[config.mk]
export PLATFORM = sky130hd
export DESIGN_NAME = bcd_digit_counter
export DESIGN_NICKNAME = d
export VERILOG_FILES = /design/src/rtl/bcd_digit_counter.sv
export SDC_FILE = /design/constraint.sdc
export NUM_CORES = 1
export LEC_CHECK = 0
export BUFFER_PORTS_ARGS = -buffer_cell sky130_fd_sc_hd__buf_2
export CORE_MARGIN = 3
export CORE_UTILIZATION = 40
export CTS_CLUSTER_DIAMETER = 40
export DETAILED_ROUTE_END_ITERATION = 12
export GPL_ROUTABILITY_DRIVEN = 0
export GPL_TIMING_DRIVEN = 0
export PLACE_DENSITY_LB_ADDON = 0.25
export SLEW_MARGIN = 15
export SYNTH_ARGS = -nofsm -noshare
export SYNTH_HDL_FRONTEND = slang
export SYNTH_SLANG_ARGS = --single-unit
[constraint.sdc]
create_clock -name clk -period 2.2 [get_ports clk]
set_clock_uncertainty 0.15 [all_clocks]
set_input_delay 0.44 -clock clk [delete_from_list [all_inputs] [get_ports clk]]
set_output_delay 0.44 -clock clk [all_outputs]
set_load 0.01 [all_outputs]
[src/rtl/bcd_digit_counter.sv]
// -----------------------------------------------------------------------------
// bcd_digit_counter
//
// Two-digit (00..99) BCD up/down counter with parallel load. Every new count
// value is offered to a downstream stage as a two-beat digit stream over a
// valid/ready handshake: ones digit first, then tens digit flagged by out_last.
// The counter never stalls on back-pressure. Changes made while a stream is in
// flight collapse into a single pending flag, so only the latest value is
// sent once the current stream finishes.
//
// Parameters
//   WRAP       1 = modulo-100 wrap (99 <-> 00), 0 = saturate at 99 / 00
//
// Ports
//   clk        clock, all state updates on the rising edge
//   rst_n      synchronous active-low reset
//   en         count enable, one step per cycle
//   up         direction, 1 = increment, 0 = decrement
//   load       parallel load strobe, overrides en
//   load_val   packed BCD value to load {tens, ones}
//   count      current packed BCD count (registered)
//   tc         terminal count (combinational)
//   load_err   one-cycle pulse after a rejected load (registered)
//   out_valid  digit stream valid
//   out_ready  downstream accepts the current digit
//   out_digit  BCD digit being streamed
//   out_last   high while the tens digit is offered
// -----------------------------------------------------------------------------
module bcd_digit_counter #(
  parameter bit WRAP = 1'b1
) (
  input  logic       clk,
  input  logic       rst_n,
  input  logic       en,
  input  logic       up,
  input  logic       load,
  input  logic [7:0] load_val,
  output logic [7:0] count,
  output logic       tc,
  output logic       load_err,
  output logic       out_valid,
  input  logic       out_ready,
  output logic [3:0] out_digit,
  output logic       out_last
);

  typedef enum logic [1:0] {
    S_IDLE      = 2'd0,
    S_SEND_ONES = 2'd1,
    S_SEND_TENS = 2'd2
  } state_e;

  // ---------------------------------------------------------------------------
  // Counter datapath
  // ---------------------------------------------------------------------------
  logic [7:0] count_q, count_d;
  logic       load_err_q, load_err_d;

  logic [3:0] ones_q, tens_q;
  logic [3:0] ones_inc, ones_dec, tens_inc, tens_dec;
  logic       load_ok;
  logic       at_max, at_min;
  logic       chg;

  assign ones_q   = count_q[3:0];
  assign tens_q   = count_q[7:4];
  assign ones_inc = ones_q + 4'd1;
  assign ones_dec = ones_q - 4'd1;
  assign tens_inc = tens_q + 4'd1;
  assign tens_dec = tens_q - 4'd1;

  assign load_ok  = (load_val[7:4] <= 4'd9) && (load_val[3:0] <= 4'd9);
  assign at_max   = (count_q == 8'h99);
  assign at_min   = (count_q == 8'h00);

  // NOTE: every combinational output gets a default before any branch, so no
  // path leaves a variable unassigned and no latch is inferred.
  always_comb begin
    count_d    = count_q;
    load_err_d = 1'b0;
    if (load) begin
      if (load_ok) begin
        count_d = load_val;
      end else begin
        load_err_d = 1'b1;
      end
    end else if (en) begin
      if (up) begin
        if (at_max) begin
          count_d = WRAP ? 8'h00 : 8'h99;
        end else if (ones_q == 4'd9) begin
          count_d = {tens_inc, 4'd0};
        end else begin
          count_d = {tens_q, ones_inc};
        end
      end else begin
        if (at_min) begin
          count_d = WRAP ? 8'h99 : 8'h00;
        end else if (ones_q == 4'd0) begin
          count_d = {tens_dec, 4'd9};
        end else begin
          count_d = {tens_q, ones_dec};
        end
      end
    end
  end

  // Same-value loads, saturated holds and rejected loads all leave count_d
  // equal to count_q, so a plain compare covers every "no change" case.
  assign chg = (count_d != count_q);

  // Terminal count is about the attempted step, not its outcome, so it does
  // not depend on WRAP.
  assign tc = en && !load && ((up && at_max) || (!up && at_min));

  // ---------------------------------------------------------------------------
  // Digit stream
  // ---------------------------------------------------------------------------
  state_e     state_q, state_d;
  logic       pending_q, pending_d;
  logic [7:0] snap_q, snap_d;

  always_comb begin
    state_d   = state_q;
    pending_d = pending_q | chg;
    snap_d    = snap_q;
    out_valid = 1'b0;
    out_digit = 4'd0;
    out_last  = 1'b0;
    unique case (state_q)
      S_IDLE: begin
        // The snapshot is the pre-edge count; a change landing on this same
        // edge stays pending and triggers the next stream.
        pending_d = chg;
        if (pending_q) begin
          state_d = S_SEND_ONES;
          snap_d  = count_q;
        end
      end
      S_SEND_ONES: begin
        out_valid = 1'b1;
        out_digit = snap_q[3:0];
        if (out_ready) state_d = S_SEND_TENS;
      end
      S_SEND_TENS: begin
        out_valid = 1'b1;
        out_digit = snap_q[7:4];
        out_last  = 1'b1;
        if (out_ready) state_d = S_IDLE;
      end
      default: begin
        state_d = S_IDLE;
      end
    endcase
  end

  // NOTE: sequential state uses non-blocking assignments so every register
  // samples pre-edge values regardless of statement order.
  always_ff @(posedge clk) begin
    // NOTE: reset is synchronous; it only takes effect on a rising edge, and
    // it aborts any stream in flight by returning the FSM to IDLE.
    if (!rst_n) begin
      count_q    <= 8'h00;
      load_err_q <= 1'b0;
      state_q    <= S_IDLE;
      pending_q  <= 1'b0;
      snap_q     <= 8'h00;
    end else begin
      count_q    <= count_d;
      load_err_q <= load_err_d;
      state_q    <= state_d;
      pending_q  <= pending_d;
      snap_q     <= snap_d;
    end
  end

  assign count    = count_q;
  assign load_err = load_err_q;

endmodule
== After elaboration in Yosys (flattened, before gate mapping) ==
Cells that the tools add are included.

* Bits of input ports: 14
* Bits in registers: 20
* Output and inout port bits: 16
* Word-level logic and storage cells: 52

* Reduce and logical (&&, ||, !) cells: 15
* Equal/unequal tests: 8
* $lt $le $gt $ge: 2
* Bitwise operators: 1
* Multiplexer cells: 17
* Add/subtract/negate cells: 4

{| class="wikitable"
|+ Operator list
! kind !! number
|-
| 2-to-1 mux 8 bit || 8
|-
| adder 4 x 1 -> 4 bit (second input constant) || 2
|-
| equality test 8 bit (second input constant) || 1
|-
| <= comparator 4 bit (second input constant) || 2
|-
| logical NOT 8 bit || 1
|-
| != test 8 bit || 1
|-
| one-hot mux 4 bit (2 select lines) || 1
|-
| subtractor 4 x 1 -> 4 bit (second input constant) || 2
|-
| 2-to-1 mux 2 bit || 3
|-
| != test 2 bit (second input constant) || 3
|-
| one-hot mux 2 bit (3 select lines) || 1
|-
| logical AND 1 bit || 5
|-
| equality test 4 bit (second input constant) || 1
|-
| logical NOT 4 bit || 1
|-
| 2-to-1 mux 1 bit || 4
|-
| AND reduction 2 bit || 2
|-
| AND reduction 3 bit || 1
|-
| equality test 2 x 1 -> 1 bit (second input constant) || 1
|-
| equality test 2 bit (second input constant) || 1
|-
| logical NOT 1 bit || 2
|-
| logical NOT 2 bit || 1
|-
| OR reduction 2 bit || 1
|-
| logical OR 1 bit || 1
|-
| bitwise OR 1 bit || 1
|}

== Logic depth before layout (Yosys ltp) ==
* Depth in word-level cells: 9
* Mapped depth: 10
* Mapped depth without buffers: 8

== Worst setup path after synthesis ==
Ideal clock, no wire load.

* Path type: register to register
* Start: register count_q[1] (netlist: count[1])
* End: register pending_q
* Clock period less this slack: 2.443 ns
* Data required time: 1.925 ns
* Cell stages (with the launch flop): 11
* Path buffers: 2
* Slack: -0.243 ns
* Setup time: 0.125 ns
* Arrival: 2.168 ns
* Path through: dfxtp_1 -> clkbuf_1 -> inv_1 -> ha_1 -> and3b_1 -> buf_6 -> and2_0 -> o211a_1 -> a31oi_1 -> nand3b_1 -> o41a_1

* Word-level cells in the longest chain between the ends: 9
* Elaborated cells between the ends (all ways): 17
* Classes of those cells: 2 x add/sub; 3 x eq/ne; 9 x mux; 1 x bitwise; 2 x reduce/logical

{| class="wikitable"
|+ RTL lines
! what !! line !! source
|-
| start: declaration || 56 || <nowiki>logic [7:0] count_q, count_d;</nowiki>
|-
| start signal: assignment || 169 || <nowiki>count_q <= count_d;</nowiki>
|-
| subtractor 4 x 1 -> 4 bit (tied with other cells) || 68 || <nowiki>assign ones_dec = ones_q - 4'd1;</nowiki>
|-
| 2-to-1 mux 8 bit, on equally long branches || 99, 91 ||
|-
| 2-to-1 mux 8 bit, on equally long branches || 97, 89 ||
|-
| 2-to-1 mux 8 bit || 88 || <nowiki>if (up) begin</nowiki>
|-
| 2-to-1 mux 8 bit || 87 || <nowiki>end else if (en) begin</nowiki>
|-
| 2-to-1 mux 8 bit || 81 || <nowiki>if (load) begin</nowiki>
|-
| != test 8 bit (*) || 110 || <nowiki>assign chg = (count_d != count_q);</nowiki>
|-
| bitwise OR 1 bit || 125 || <nowiki>pending_d = pending_q | chg;</nowiki>
|-
| 2-to-1 mux 1 bit (*) || 130 || <nowiki>unique case (state_q)</nowiki>
|-
| end signal: assignment || 172 || <nowiki>pending_q <= pending_d;</nowiki>
|-
| end: declaration || 120 || <nowiki>logic pending_q, pending_d;</nowiki>
|}

Mark *: on every way between the ends. The rest lies on a longest branch, timed or not.
A chain may end at the register's enable or synchronous reset.

== Final worst setup path ==
* Start: register count_q[5] (netlist: count[5])
* End: output tc

* Word-level cells in the longest chain between the ends: 4
* Elaborated cells between the ends (all ways): 6
* Classes of those cells: 1 x eq/ne; 5 x reduce/logical

{| class="wikitable"
|+ RTL lines
! what !! line !! source
|-
| equality test 8 bit or logical NOT 8 bit (tied branches) || 73, 74 ||
|-
| logical AND 1 bit || 114 || <nowiki>assign tc = en && !load && ((up && at_max) || (!up && at_min));</nowiki>
|-
| logical OR 1 bit (*) || 114 ||
|-
| logical AND 1 bit (*) || 114 ||
|-
| end: declaration || 39 || <nowiki>output logic tc,</nowiki>
|}

Marks and branches as above.

==> impl_metrics.toml <==
[status]
status = "finished with violations"
violations = "setup timing"

[clocking]
clk_pin_slew_ps = 90
cts_max_level = 1
clk_latency_ps = 270
clk_root_buffer_cell = "clkbuf_8"
cts_buffers = 3
tritoncts = "yes"
hold_buffers = 0
clock_path_buffers = 2
clock-sinks = 20

[global_routing]
grt_pass1_wl_microns = 8450
grt_usage = 0.205
overflow = 0
grt_antenna_before_repair = 0
grt_max_degree = 13
first_global_vias = 1777

[finish]
seq_area_sq_um = 410
syn_to_final_growth_pct = 31.4
fin_nets = 302
drive_gt1_frac = 0.292
final_cells = 327
n_fill_cell = 386
multi_input_comb_area_sq_um = 1240
antenna_cells = 0

[route]
drt-pass1-iter-count = 5
vias = 1924
post_drt_wl_per_cell_microns = 15.8
wl_microns = 5170
routed.top_layer = "met4"
drtIter0Drc = 129
met1_length_microns = 2230
drcViolationCount = 0
wl_met2_microns = 2450
antenna_left = 0
wl_met3_microns = 416
vias_per_cell = 5.88

[logic_synthesis]
synth_most_common_cell = "nand2_1"
yosysSeqAreaShare = 0.235
synth.area.top_cells = "dfxtp_1, ha_1, a21oi_1, nand2_1, nand3_1"
netlist_area_sq_um = 1700
ys_ff_latch = 20
synth_cell_types = 51
yosysTopAreaCell = "dfxtp_1"
synth-edff-count = 0
ys.flop_type = "dfxtp_1"
synth_cells = 231
ys_warn_count = 0
synth_common_cells = "nand2_1, a21oi_1, dfxtp_1"
async_flop_share = 0
synth_top_area_share = 0.235
synth_nets = 255
syn_avg_cell_area_sq_um = 7.37

[critical_path]
arrival_ps = 1630
reg2reg_slack_ps = 50
critPathMaxFanout = 4
reg2reg_to = "pending_q"
end_kind = "primary output"
r2r_cells = 10
start_kind = "flop"
timing.rr.start = "count[4]"
path_class = "reg -> out"
critical_path_required_ps = 1610

[sta]
worst_pin_slew_ps = 477
min_period_over_period = 1.01
maxSlewViolCount = 0
rsz0062_at_grt = "yes"
timing.fmax_mhz = 450
slew_headroom = 0.682
worst_slack_ps = -20.5
period_minus_slack_ps = 2220
finalSetupViolCount = 1
finalHoldViolations = 0

[die]
std_cell_rows = 23
die_h_microns = 71.2
io_pins = 30
floorplan.die.width_microns = 71.2
dieArea_sq_um = 5080
initial_core_util = 0.420
core_sq_um = 4060

[hold_path]
hold_path_depth = 2
hold_start = "rst_n"
hold_class = "in -> reg"
whs_endpoint = "count[4]"

[pwr]
p_total_uw = 1330
leakage_uw = 0.000959
power.density_nw_per_um2 = 594
peakVddDrop_uv = 300

[run]
drv_cap = 0

[placed_design]
hpwl_microns = 3490
dp_cells = 309
port-buffer-count = 28
-- worst max-delay path by stage --
stage                        start        end  slack, ps  cells after the start
after global placement    count[4]  pending_q       -250                      9
after detailed placement  count[4]  pending_q       -220                      9
after global routing      count[0]         tc        -70                      8
after floorplan           count[1]  pending_q          3                     10
after CTS                 count[4]         tc         10                      8
final                     count[5]         tc        -20                      8
-- layer usage --
| layer | up-vias | GRT usage |
|---|---|---|
| li1 | 928 | - |
| met1 | 889 | 0.285 |
| met2 | 96 | 0.322 |
| met3 | 11 | 0.0295 |
| met4 | 0 | 0.0710 |
| met5 | - | 0 |
-- power by group --
| group | leakage, uW | internal (uW) | switching [uW] | total (uW) |
|---|---|---|---|---|
| Combinational | 0.000757 | 233 | 295 | 528 |
| Clock | 0.0000357 | 243 | 145 | 388 |
| Sequential | 0.000166 | 392 | 22.0 | 414 |
-- cells in the final DEF (no fill, tap or decap), types with 4 or more instances in the layout --
master | netlist | routed
a31oi_1 | 5 | 5
ha_1 | 10 | 7
a22oi_1 | 5 | 5
nor3_1 | 6 | 5
clkbuf_1 | 12 | 7
dfxtp_1 | 20 | 16
o21ai_0 | 10 | 9
nor2_1 | 10 | 10
a21oi_1 | 23 | 22
xor2_1 | 4 | 4
buf_2 | 5 | 32
inv_1 | 10 | 6
nand2_1 | 29 | 29
clkbuf_8 | 0 | 4
nor2b_1 | 6 | 6
o211ai_1 | 5 | 5
nand3_1 | 15 | 15
buf_4 | 1 | 15
-- sequential cells by signal, indices dropped and copies added (netlist names) --
register,cells
count,8
snap_q,8
state_q,2
load_err,1
pending_q,1
-- logic make-up (layout without fill, tap and decap cells) --
group / Yosys count / after routing / share of synthesized area
compound gates: 78 / 78 / 0.309
buf+inv: 31 / 77 / 0.0830
flops: 20 / 20 / 0.235
simple gates: 86 / 86 / 0.266
mux: 2 / 2 / 0.0125
fa+ha+maj: 10 / 10 / 0.0735
xor+xnor: 4 / 4 / 0.0206
-- through the flow --
step	hold slack [ps]	setup slack, ps	utilization	TNS (ps)	cell area, sq um
floorplan	286	3.08	-	0	1730
global placement	295	-247	0.477	-737	1940
detailed placement	300	-219	0.477	-623	1940
CTS	302	9.92	0.543	0	2200
global route	297	-74.9	0.552	-96.1	2240
finish	295	-20.5	0.552	-20.5	2240
-- final cells by class --
class                   instances  area share
repair buffers                 43       0.119
flip-flops and latches         20       0.183
clock buffers                   3      0.0184
inverters                      11      0.0252
clock inverters                 1      0.0134
multi-input cells             180       0.552
well taps                      50      0.0279
plain buffers                  19      0.0609
-- timing repair --
| action | 4_1_cts | 5_1_grt |
|---|---|---|
| hold endpoints to repair | 0 | 0 |
| setup endpoints to repair | 5 | 5 |
| resized for setup | 29 | 5 |
| setup buffers | 13 | 2 |
| pin swaps | 4 | 1 |
-- critical path, cell delays in order (launching register included) --
cell and delay, ps:
dfxtp_2 370, buf_6 120, inv_6 40, ha_1 180
and3b_2 230, nand3_1 80, o21ai_1 60, and2_1 150
buf_2 130
No activity file was read; power rests on OpenSTA's default activity.
